--- src/rtl/pong_pkg.sv ---
// Shared constants for the Pong sequencer: FSM encoding, status-word layout,
// screen geometry and the bar clamp helper.
package pong_pkg;
  localparam logic [2:0] ST_MENU     = 3'd0;
  localparam logic [2:0] ST_SERVE    = 3'd1;
  localparam logic [2:0] ST_PLAY     = 3'd2;
  localparam logic [2:0] ST_POINT    = 3'd3;
  localparam logic [2:0] ST_GAMEOVER = 3'd4;

  localparam int SCORE_W    = 15;
  localparam int SCORE1_MSB = 31;
  localparam int DIRTY1     = 16;
  localparam int SCORE2_MSB = 15;
  localparam int DIRTY2     = 0;

  localparam int SCREEN_H = 480;
  localparam int BAR_H    = 80;

  function automatic logic [8:0] clamp_y(input logic [8:0] y, input logic [8:0] y_max);
    return (y > y_max) ? y_max : y;
  endfunction
endpackage

--- src/rtl/pong_bar_arbiter.sv ---
// Two 1-deep bar request slots, clamped on write, granted round-robin onto the
// shared bar-update bus while vertical blanking is active.
module pong_bar_arbiter #(
  parameter logic [8:0] Y_MAX = 9'd400
) (
  input  logic       clk,
  input  logic       rst,
  input  logic       en_i,
  input  logic       vblank_i,
  input  logic       load_i,
  input  logic [8:0] load_y_i,
  input  logic [1:0] req_valid_i,
  input  logic [8:0] req_y1_i,
  input  logic [8:0] req_y2_i,
  output logic       upd_valid_o,
  output logic       upd_sel_o,
  output logic [8:0] upd_y_o
);
  import pong_pkg::*;

  logic [1:0]      pend_q, pend_d;
  logic [1:0][8:0] slot_q, slot_d;
  logic            rr_q, rr_d;
  logic            grant, gsel;
  logic [1:0][8:0] req_y;

  assign req_y = {req_y2_i, req_y1_i};

  always_comb begin
    grant  = vblank_i && en_i && (|pend_q);
    // rr_q names the player that wins when both slots are pending
    gsel   = (pend_q == 2'b11) ? rr_q : pend_q[1];
    pend_d = pend_q;
    slot_d = slot_q;
    rr_d   = rr_q;
    if (grant) begin
      pend_d[gsel] = 1'b0;
      rr_d         = ~gsel;
    end
    if (load_i) begin
      pend_d = 2'b11;
      slot_d = {clamp_y(load_y_i, Y_MAX), clamp_y(load_y_i, Y_MAX)};
    end else if (en_i) begin
      for (int i = 0; i < 2; i++) begin
        if (req_valid_i[i]) begin
          slot_d[i] = clamp_y(req_y[i], Y_MAX);
          pend_d[i] = 1'b1;
        end
      end
    end
  end

  always_ff @(posedge clk or posedge rst) begin
    if (rst) begin
      pend_q      <= '0;
      slot_q      <= '0;
      rr_q        <= 1'b0;
      upd_valid_o <= 1'b0;
      upd_sel_o   <= 1'b0;
      upd_y_o     <= '0;
    end else begin
      pend_q      <= pend_d;
      slot_q      <= slot_d;
      rr_q        <= rr_d;
      upd_valid_o <= grant;
      if (grant) begin
        upd_sel_o <= gsel;
        upd_y_o   <= slot_q[gsel];
      end
    end
  end
endmodule

--- src/rtl/pong_game_ctrl.sv ---
// Pong game sequencer: FSM, frame counter, scores with dirty flags and the
// packed status word; bar requests are forwarded to the arbiter.
module pong_game_ctrl #(
  parameter int SCREEN_H     = pong_pkg::SCREEN_H,
  parameter int BAR_H        = pong_pkg::BAR_H,
  parameter int Y_INIT       = 200,
  parameter int WIN_SCORE    = 7,
  parameter int SERVE_FRAMES = 60
) (
  input  logic        CLK,
  input  logic        RST_BTN,
  input  logic        frame_end,
  input  logic        vblank,
  input  logic        start,
  input  logic [1:0]  req_valid,
  input  logic [8:0]  req_y1,
  input  logic [8:0]  req_y2,
  input  logic [1:0]  goal,
  input  logic        rd_strobe,
  output logic        upd_valid,
  output logic        upd_sel,
  output logic [8:0]  upd_y,
  output logic        enable_pong,
  output logic        ball_run,
  output logic        ball_reset,
  output logic [31:0] result,
  output logic [2:0]  state_o
);
  import pong_pkg::*;

  localparam logic [8:0]         Y_MAX   = 9'(SCREEN_H - BAR_H);
  localparam logic [SCORE_W-1:0] WIN     = SCORE_W'(WIN_SCORE);
  localparam logic [15:0]        FR_LAST = 16'(SERVE_FRAMES - 1);

  logic [2:0]         state_q, state_d;
  logic [15:0]        cnt_q, cnt_d;
  logic [SCORE_W-1:0] s1_q, s1_d, s2_q, s2_d;
  logic               d1_q, d1_d, d2_q, d2_d;
  logic               br_d, load;
  logic [31:0]        result_d;

  always_comb begin
    state_d = state_q;
    cnt_d   = cnt_q;
    s1_d    = s1_q;
    s2_d    = s2_q;
    d1_d    = d1_q & ~rd_strobe;
    d2_d    = d2_q & ~rd_strobe;
    br_d    = 1'b0;
    load    = 1'b0;
    case (state_q)
      ST_MENU: if (start) begin
        s1_d = '0; s2_d = '0; d1_d = 1'b1; d2_d = 1'b1;
        load = 1'b1; br_d = 1'b1; cnt_d = '0;
        state_d = ST_SERVE;
      end
      ST_SERVE, ST_POINT: begin
        if (state_q == ST_POINT && (s1_q == WIN || s2_q == WIN)) state_d = ST_GAMEOVER;
        else if (frame_end) begin
          if (cnt_q == FR_LAST) state_d = ST_PLAY;
          else                  cnt_d   = cnt_q + 16'd1;
        end
      end
      ST_PLAY: if (goal == 2'b01 || goal == 2'b10) begin
        if (goal[0]) begin
          if (s1_q < WIN) s1_d = s1_q + 1'b1;
          d1_d = 1'b1;
        end else begin
          if (s2_q < WIN) s2_d = s2_q + 1'b1;
          d2_d = 1'b1;
        end
        cnt_d = '0; br_d = 1'b1;
        state_d = ST_POINT;
      end
      ST_GAMEOVER: if (start) state_d = ST_MENU;
      default: state_d = ST_MENU;
    endcase
  end

  always_comb begin
    result_d = '0;
    result_d[SCORE1_MSB -: SCORE_W] = s1_q;
    result_d[DIRTY1]                = d1_q;
    result_d[SCORE2_MSB -: SCORE_W] = s2_q;
    result_d[DIRTY2]                = d2_q;
  end

  // Outputs are registered from next state so they line up with state_o.
  always_ff @(posedge CLK or posedge RST_BTN) begin
    if (RST_BTN) begin
      state_q     <= ST_MENU;
      cnt_q       <= '0;
      s1_q        <= '0;
      s2_q        <= '0;
      d1_q        <= 1'b0;
      d2_q        <= 1'b0;
      enable_pong <= 1'b0;
      ball_run    <= 1'b0;
      ball_reset  <= 1'b0;
      result      <= '0;
    end else begin
      state_q     <= state_d;
      cnt_q       <= cnt_d;
      s1_q        <= s1_d;
      s2_q        <= s2_d;
      d1_q        <= d1_d;
      d2_q        <= d2_d;
      enable_pong <= (state_d == ST_SERVE) || (state_d == ST_PLAY) || (state_d == ST_POINT);
      ball_run    <= (state_d == ST_PLAY);
      ball_reset  <= br_d;
      result      <= result_d;
    end
  end

  assign state_o = state_q;

  pong_bar_arbiter #(.Y_MAX(Y_MAX)) u_arb (
    .clk         (CLK),
    .rst         (RST_BTN),
    .en_i        (enable_pong),
    .vblank_i    (vblank),
    .load_i      (load),
    .load_y_i    (9'(Y_INIT)),
    .req_valid_i (req_valid),
    .req_y1_i    (req_y1),
    .req_y2_i    (req_y2),
    .upd_valid_o (upd_valid),
    .upd_sel_o   (upd_sel),
    .upd_y_o     (upd_y)
  );
endmodule

--- config.mk ---
export PLATFORM = sky130hd
export DESIGN_NAME = pong_game_ctrl
export DESIGN_NICKNAME = d
export VERILOG_FILES = /design/src/rtl/pong_pkg.sv /design/src/rtl/pong_bar_arbiter.sv /design/src/rtl/pong_game_ctrl.sv
export SDC_FILE = /design/constraint.sdc
export NUM_CORES = 1
export LEC_CHECK = 0
export ABC_AREA = 0
export CAP_MARGIN = 10
export CORE_MARGIN = 3
export CORE_UTILIZATION = 47
export CTS_CLUSTER_DIAMETER = 60
export DETAILED_ROUTE_END_ITERATION = 10
export HOLD_SLACK_MARGIN = 0.05
export PLACE_DENSITY = 0.79
export SLEW_MARGIN = 15
export SYNTH_ARGS = -nofsm -noshare
export SYNTH_HDL_FRONTEND = slang
export SYNTH_HIERARCHICAL = 1
export SYNTH_SLANG_ARGS = --single-unit
--- constraint.sdc ---
create_clock -name CLK -period 3.6 [get_ports CLK]
set_input_delay 0.72 -clock CLK [delete_from_list [all_inputs] [get_ports CLK]]
set_output_delay 0.72 -clock CLK [all_outputs]
set_load 0.05 [all_outputs]
==> results of run 1 <==
stage by stage:
| step | power (mW) | cells | utilization | area (sq um) |
|---|---|---|---|---|
| 2_1_floorplan | 3.09 | 481 | - | 5080 |
| 3_3_place_gp | 3.52 | 678 | 0.591 | 5940 |
| 3_5_place_dp | 3.56 | 678 | 0.591 | 5940 |
| 4_1_cts | 5.24 | 710 | 0.650 | 6530 |
| 5_1_grt | 5.52 | 710 | 0.650 | 6530 |
| 6_report | 5.23 | 710 | 0.650 | 6530 |
worst paths after layout:
check | end | slack (ns) | cells after the start
hold reg to reg | result[16] | 0.38 | 0
min in group asynchronous | u_arb/upd_y_o[2] | 0.67 | 3
hold / removal | result[16] | 0.38 | 0
setup / recovery | state_o[0] | 0.70 | 1
max in group asynchronous | ball_reset | 2.11 | 3
setup reg to reg | s2_q[10] | 1.01 | 5
synthesized netlist by cell type, types with 3 or more instances:
master,number,area share
buf_2,5,0.0050
dfrtp_1,118,0.59
nand2b_1,5,0.0063
mux2i_1,4,0.0080
nor2b_1,19,0.024
or2b_1,4,0.0060
inv_1,15,0.011
o211ai_1,6,0.0090
nor2_1,28,0.021
buf_6,4,0.0090
nor3_1,7,0.0070
nor4_1,11,0.014
nand3_1,22,0.022
nand4_1,10,0.013
a31o_2,3,0.0053
a41oi_1,3,0.0053
a32oi_1,12,0.021
buf_4,3,0.0045
clkbuf_1,6,0.0045
o41ai_1,3,0.0053
ha_1,3,0.0075
a31oi_1,13,0.016
or4_1,4,0.0060
or3_1,4,0.0050
o31ai_1,8,0.012
a21o_1,5,0.0075
and2_1,5,0.0063
o21ai_0,37,0.037
nand3b_1,3,0.0045
and3_1,5,0.0063
a21oi_1,13,0.013
nand2_1,37,0.028
cell families (layout without fill, tap and decap cells):
kind of cell	after synthesis	in the layout
other	2	26
AO/OA/AOI/OAI	123	123
XOR/XNOR	1	1
flip-flops	118	118
AND/OR/NAND/NOR	172	172
adder cells (fa/ha/maj)	3	3
multiplexers	4	4
buffers and inverters	34	130
cells in the final DEF, fill, tap and decap left out, drive strengths merged, types with 4 or more instances in the layout:
master,count
o21ai,39
conb,26
clkbuf,17
o31ai,8
or4,4
and3,5
mux2i,4
nand4,10
inv,21
nand3,22
or2b,4
and2,5
o211ai,6
buf,6
clkdlybuf4s50,76
nand2b,5
nand2,38
nor4,11
a31oi,13
a21oi,14
a32oi,12
nor2,28
nor2b,19
or3,4
clkinv,7
a21o,5
nor3,7
dfrtp,118
flip-flops by register name (all words and copies together) (netlist names), 2 cells and up:
register	cells
u_arb/pend_q	2
u_arb/slot_q	18
cnt_q	16
s1_q	15
result	32
state_o	3
s2_q	15
u_arb/upd_y_o	9
layer usage:
metal	global-route usage	vias up	part of all wire
met5	0	-	0
met4	0.0920	0	0.017
met3	0.0568	22	0.060
met2	0.357	160	0.51
met1	0.269	1968	0.41
li1	-	1878	-
power by group:
| part | leakage, nW | total, mW | internal (mW) | switching, mW |
|---|---|---|---|---|
| sequential | 1.53 | 1.95 | 1.65 | 0.303 |
| clock | 0.287 | 1.64 | 1.00 | 0.637 |
| combinational | 1.13 | 1.63 | 0.581 | 1.05 |
| total | 2.95 | 5.23 | 3.24 | 1.99 |
cell type report:
type	count	area, sq um	share of cell area
well taps	133	166	0.0255
multi-input cells	329	1950	0.300
clock buffers	17	414	0.0635
clock inverters	15	170	0.0261
flip-flops and latches	118	2950	0.453
inverters	16	61.3	0.00940
repair buffers	82	806	0.123
==> summary.txt, run 1 <==
Setup path
  – Delay-heaviest family, CP: buffers and inverters
  – CP required: 2.88 ns
  – Crit Path Max Fanout: 19
  – Reg2reg start: state_o[0]
  – Max incr delay on CP: 0.93 ns
  – Kind of critical path: reg -> out
  – CP startpoint kind: register
  – Crit path buf inv count: 1
  – Crit-path slowest cell: clkdlybuf4s50_1
  – CP endpoint kind: output pin
  – Setup crit start: state_o[0]
  – CP arrival: 2.18 ns
  – Critical path cell sequence: clkdlybuf4s50_1

Logic synthesis
  – Top_reg_cell synth: dfrtp_1
  – Multiplexer share of the synthesized area: 0.00802
  – Synth Register Bits: 118
  – Distinct cells, synth: 56
  – Async SR Flop Fraction: 1.00
  – Synth Area in Compound Gates: 0.173
  – Simple-gate share of the synthesized area: 0.182
  – Post-synth EDFFs: 0
  – Seq/Total Area, Yosys: 0.591
  – Synth warn: 6
  – Avg Inst Size Synth: 10.9 sq um
  – Post-Syn Instances: 457
  – Synth Area in XOR/XNOR: 0.00175
  – Main combinational cell family by area after synthesis: simple AND/OR/NAND/NOR gates
  – Post-Synthesis Cell Area: 0.00499 sq mm
  – Adder-Cell Fraction of Synth Area: 0.00752

Placed design
  – Post-DP HPWL: 7.88 mm
  – Pre-CTS WS: 0.657 ns
  – GPL Wtd Cong: 0.834
  – I/O Buffers: 76

CTS
  – CTS max path bufs: 2
  – Post-CTS Setup Bufs: 0
  – H-tree depth: 4
  – Hold Buf Count CTS: 0
  – CTS clk-pin slew, worst paths: 0.06 ns
  – TritonCTS clock tree: done
  – Num CTS Buffers: 17
  – Clk Latency, worst-skew pair: 0.51 ns
  – # clock sinks: 118
  – CTS root buf: clkbuf_8
  – Cts repair resizes: 0

Drt
  – Via count: 4,028
  – Antenna-violating nets left: 0
  – DRT iter0 DRCs: 313
  – DRC violations left: 0
  – Drt wl/cell: 16.6 um
  – First-pass detailed-route iteration total: 5
  – Vias/cell: 5.67
  – DRT Wirelength: 11.8 mm

Floorplanning
  – IO Pins: 77
  – Die height: 109 um
  – Starting density of the core: 0.497
  – Core area: 0.0100 sq mm
  – Die width: 109 um
  – Area of the die: 0.0119 sq mm
  – Std cell rows: 36

Min path
  – Worst hold-check path type: reg -> reg
  – Worst Min Path Start: d1_q

Global route
  – Vias in the first global route: 3,981
  – Tot GR Track Use: 0.216
  – Total congestion overflow: 0
  – Largest net degree at the start of global routing: 48
  – First-pass GRT wire length: 19.8 mm
  – Antenna violations before repair: 0

Pwr
  – Maximum VDD drop: 0.485 mV
  – Leakage power: 2.95 nW
  – P per Cell Area: 801 mW/mm^2

STA
  – FMAX: 0.345 GHz
  – Clk_skew: 0.00851 ns
  – Hold Violations, Final: 0
  – Final hold slack: 0.378 ns
  – Endpoints failing setup: 0
  – Final Max Slew Viols: 0
  – Post-route setup slack: 0.702 ns
  – RSZ-0062 raised after global routing: no
  – Period utilisation layout: 0.805
  – Fin crit period: 2.90 ns
  – Worst-margin pin slew: 0.902 ns
  – Max-slew headroom: 0.391
  – Setup TNS Final: 0 ns

Final layout
  – Final nets: 595
  – Share of cells above drive strength 1: 0.0832
  – Area growth from synthesis to layout: 30.7%
  – # fillers: 750
  – Ant diodes: 0

Run
  – Max-cap violations: 0

Run status
  – Status: finished clean
Power figures use the tool's default switching activity.
==> inputs of run 2 (changes only) <==
==> constraint.sdc (replaced) <==
create_clock -name CLK -period 2.7 [get_ports CLK]
set_input_delay 0.54 -clock CLK [delete_from_list [all_inputs] [get_ports CLK]]
set_output_delay 0.54 -clock CLK [all_outputs]
set_load 0.05 [all_outputs]
==> summary.txt, run 2 (synthesis gave the netlist of run 1 again) <==
Final layout
  – Area growth from synthesis to layout: 31.5%
  – Most frequent cells in the layout: dfrtp_1, clkdlybuf4s50_1, nand2_1, o21ai_0, nor2_1
  – Largest registers: result x32, u_arb/slot_q x18, cnt_q x16
  – Final Util: 0.653 (+0.00386)
  – Commonest non-fill, non-tap cell in the layout: dfrtp_1
  – Final nets: 600 (+0.84%)
  – # fillers: 736 (-1.9%)
  – Biggest register: result
  – Layout Cells excl Fill: 715 (+0.70%)
  – Share of cells above drive strength 1: 0.0911 (+0.00788)
  – Max reg flops: 32 (unchanged)
  – Ant diodes: 0 (unchanged)

Setup path
  – CP endpoint kind: output pin
  – Crit Path Max Fanout: 8 (-11)
  – Setup crit start: state_o[0]
  – Reg2reg start: s2_q[8]
  – Max incr delay on CP: 0.87 ns (-0.06 ns)
  – Critical path cell sequence: clkdlybuf4s50_1
  – CP required: 2.16 ns (-0.72 ns)
  – CP startpoint kind: register
  – Crit path buf inv count: 1 (unchanged)
  – Setup slack, reg-to-reg: 0.30 ns (-0.71 ns)
  – Crit path to: state_o[0]
  – FF-to-FF path depth: 5 (unchanged)
  – Delay-heaviest family, CP: buffers and inverters
  – Kind of critical path: reg -> out
  – Crit-path slowest cell: clkdlybuf4s50_1
  – CP arrival: 1.91 ns (-0.27 ns)
  – FF-to-FF End: s2_q[8]
  – Levels on crit path: 1 (unchanged)

Global route
  – First-pass GRT wire length: 19.4 mm (-2.2%)
  – Total congestion overflow: 0 (unchanged)
  – Largest net degree at the start of global routing: 39 (-19%)
  – Antenna violations before repair: 0 (unchanged)
  – Vias in the first global route: 4,024 (+1.1%)
  – Tot GR Track Use: 0.211 (-0.00568)

STA
  – Final Max Slew Viols: 0 (unchanged)
  – Setup TNS Final: 0 ns (unchanged)
  – Max-slew headroom: 0.532 (+0.140)
  – Hold Violations, Final: 0 (unchanged)
  – FMAX: 0.409 GHz
  – Final hold slack: 0.389 ns (+0.0119 ns)
  – Fin crit period: 2.45 ns
  – Period utilisation layout: 0.906
  – Clk_skew: 0.0162 ns (+0.00765 ns)
  – Worst-margin pin slew: 0.694 ns (-0.208 ns)
  – Endpoints failing setup: 0 (unchanged)
  – RSZ-0062 raised after global routing: no

CTS
  – Clk Latency, worst-skew pair: 0.52 ns (about the same)
  – CTS max path bufs: 2 (unchanged)
  – TritonCTS clock tree: done
  – Hold Buf Count CTS: 0 (unchanged)
  – CTS root buf: clkbuf_8
  – Num CTS Buffers: 17 (unchanged)
  – # clock sinks: 118 (unchanged)
  – Cts repair resizes: 0 (unchanged)
  – H-tree depth: 4 (unchanged)
  – CTS clk-pin slew, worst paths: 0.06 ns (about the same)
  – Post-CTS Setup Bufs: 0 (unchanged)

Drt
  – DRT Wirelength: 11.9 mm (+0.71%)
  – Vias/cell: 5.76 (+1.4%)
  – First-pass detailed-route iteration total: 5 (unchanged)
  – Via count: 4,115 (+2.2%)
  – DRC violations left: 0 (unchanged)
  – DRT iter0 DRCs: 335 (+7.0%)
  – Drt wl/cell: 16.6 um (about the same)
  – Antenna-violating nets left: 0 (unchanged)

Pwr
  – Leakage power: 2.96 nW (+0.44%)
  – Maximum VDD drop: 0.683 mV (+41%)
  – Total design power: 6.92 mW (+32%)
  – P per Cell Area: 1050 mW/mm^2 (+32%)

Run status
  – Status: finished clean

Floorplanning
  – IO Pins: 77 (unchanged)
  – Std cell rows: 36 (unchanged)
  – Starting density of the core: 0.497 (unchanged)
  – Die width: 109 um (unchanged)
  – Core area: 0.0100 sq mm (unchanged)
  – Area of the die: 0.0119 sq mm (unchanged)
  – Die height: 109 um (unchanged)

Placed design
  – Post-DP HPWL: 8.13 mm (+3.2%)
  – GPL Wtd Cong: 0.868 (+4.0%)
  – # placed instances: 683 (+0.74%)
  – I/O Buffers: 76 (unchanged)

Min path
  – Worst hold-check path type: reg -> reg
  – Hold depth: 0 (unchanged)

Run
  – Max-cap violations: 0 (unchanged)
==> run 2: cell count changes in the layout (fill, tap and decap cells not counted), sizes merged <==
cell,previous run,this run
clkinv,7,2
clkbuf,17,18
bufinv,2,0
buf,6,11
inv,21,25
clkinvlp,1,3
==> run 2: layer usage <==
metal  share of wire  up-vias  GRT usage
met5               0        -          0
met4           0.016        0     0.0784
met3           0.063       18     0.0568
met2            0.52      172      0.358
met1            0.41     2030      0.256
li1                -     1895          -
==> run 2: worst min-delay path by stage <==
| stage | startpoint | end | slack, ns |
|---|---|---|---|
| after floorplan | d2_q | result[0] | 0.35 |
| after global placement | d1_q | result[16] | 0.36 |
| after detailed placement | d1_q | result[16] | 0.38 |
| after CTS | d1_q | result[16] | 0.39 |
| after global routing | d1_q | result[16] | 0.40 |
| final | d1_q | result[16] | 0.39 |
==> run 2: metrics by stage <==
stage,cell area [sq um],setup WS [ns]
finish,6560,0.255
global placement,6010,0.129
CTS,6560,0.234
floorplan,5090,0.310
detailed placement,6010,0.00771
global route,6560,0.104
==> run 2: layout make-up <==
class                      instances  area [sq um]  share of cell area
inverter                          16          63.8             0.00972
timing repair buffer              87           868               0.132
sequential                       118          2950               0.450
multi-input combinational        329          1950               0.298
clock inverter                    14           130              0.0198
tap                              133           166              0.0254
clock buffer                      18           428              0.0652
==> run 2: report_power, final <==
part | internal [mW] | switching [mW]
clock network | 1.19 | 0.892
registers | 2.20 | 0.381
logic | 0.804 | 1.44
==> run 2: worst register-to-register path: cells and delay by family, from the launching register on <==
| kind | cells | cell delay, ns |
|---|---|---|
| AND/OR/NAND/NOR | 2 | 0.73 |
| flip-flops | 1 | 0.43 |
| AO/OA/AOI/OAI | 3 | 1.10 |
==> RTL edit (config.mk and constraints of run 2) <==
Change the package constant `SCORE2_MSB` from 15 to 16.
--- a/src/rtl/pong_pkg.sv
+++ b/src/rtl/pong_pkg.sv
@@ -10,7 +10,7 @@
   localparam int SCORE_W    = 15;
   localparam int SCORE1_MSB = 31;
   localparam int DIRTY1     = 16;
-  localparam int SCORE2_MSB = 15;
+  localparam int SCORE2_MSB = 16;
   localparam int DIRTY2     = 0;
 
   localparam int SCREEN_H = 480;
Formal check against the unedited RTL: not equivalent (a bounded check fails within 4 cycles, from zero or initial values and one cycle with RST_BTN high).
==> RTL edit against run 2 <==
Sequential cell count is 2 lower; critical path depth stayed put; wire length is 3.1% higher; worst setup slack worse by 0.11 ns; final area is 0.25% lower; synthesized area is 0.18% higher.
Power is not compared: it rests on default switching activity, and its combinational part moved more than twofold at a synthesized area within 25%.
==> RTL edit: results <==
export IMPL_outcome="complete, no violations"
export IMPL_holdPathEnd="result[0]"
export IMPL_grt_use_met2=0.370
export IMPL_hold_slack_ns=0.385
export IMPL_timing_final_ws_setup_ns=0.146
export IMPL_synth_cell_types=67
export IMPL_routed_wl_met2_mm=6.09
export IMPL_arrival_ns=2.01
export IMPL_rrSetupSlack_ns=0.48
export IMPL_grt_max_degree=68
export IMPL_vias=3996
export IMPL_cp_endpoint="state_o[1]"
export IMPL_reg_top3="result (31), u_arb/slot_q (18), cnt_q (16)"
export IMPL_drive_gt1_frac=0.107
export IMPL_synth_area_top_cells="dfrtp_1 58%, o31ai_1 3.2%, nor2b_1 2.9%"
export IMPL_skew_ns=0.00915
export IMPL_drt_met1_wl_mm=5.32
export IMPL_grt_pass1_vias=4080
export IMPL_wl_mm=12.3
export IMPL_worstReg2RegEnd="s1_q[2]"
export IMPL_drt_iter0_markers=373
export IMPL_max_stage_delay_ns=0.90
export IMPL_avgSynthCellArea_um2=11.1
export IMPL_grt_pass1_wl_mm=20.4
export IMPL_pre_cts_slack_ns=0.0969
export IMPL_hpwlAfterDp_mm=8.20
export IMPL_use_met3=0.0687
export IMPL_r2r_start="s1_q[3]"
export IMPL_placed_cell_area_um2=5990
export IMPL_grt_met1_usage=0.282
export IMPL_met3_length_um=742
export IMPL_critPathMaxFanout=13
export IMPL_yosysSeqAreaShare=0.580
export IMPL_port_buffers=75
export IMPL_dp_cells=675
[RTL edit: cell types whose count changed after synthesis, moves of 4 or more]
| cell | delta |
|---|---|
| o31ai_1 | +13 |
| o21ai_0 | -12 |
| nand2_1 | -8 |
| o21ai_1 | +6 |
| inv_1 | -5 |
| nor4_1 | -5 |
| a21o_1 | -4 |
| a21oi_1 | -4 |
| nor2b_1 | +4 |
| or3_1 | -4 |
[RTL edit: cell type report]
cell class                      instances  area (um^2)
Timing Repair Buffer                   87          853
Sequential cell                       116         2900
Clock buffer                           17          414
Fill cell                             788         3780
Clock inverter                         15          145
Multi-Input combinational cell        325         2020
Tap cell                              136          170
Inverter                               11         45.0
[RTL edit: logic make-up after synthesis]
logic type | share of synthesized area
AND/OR/NAND/NOR | 0.190
AO/OA/AOI/OAI | 0.177
flip-flops | 0.580
buffers and inverters | 0.0350
adder cells (fa/ha/maj) | 0.00751
multiplexers | 0.00625
other | 0.00150
XOR/XNOR | 0.00175
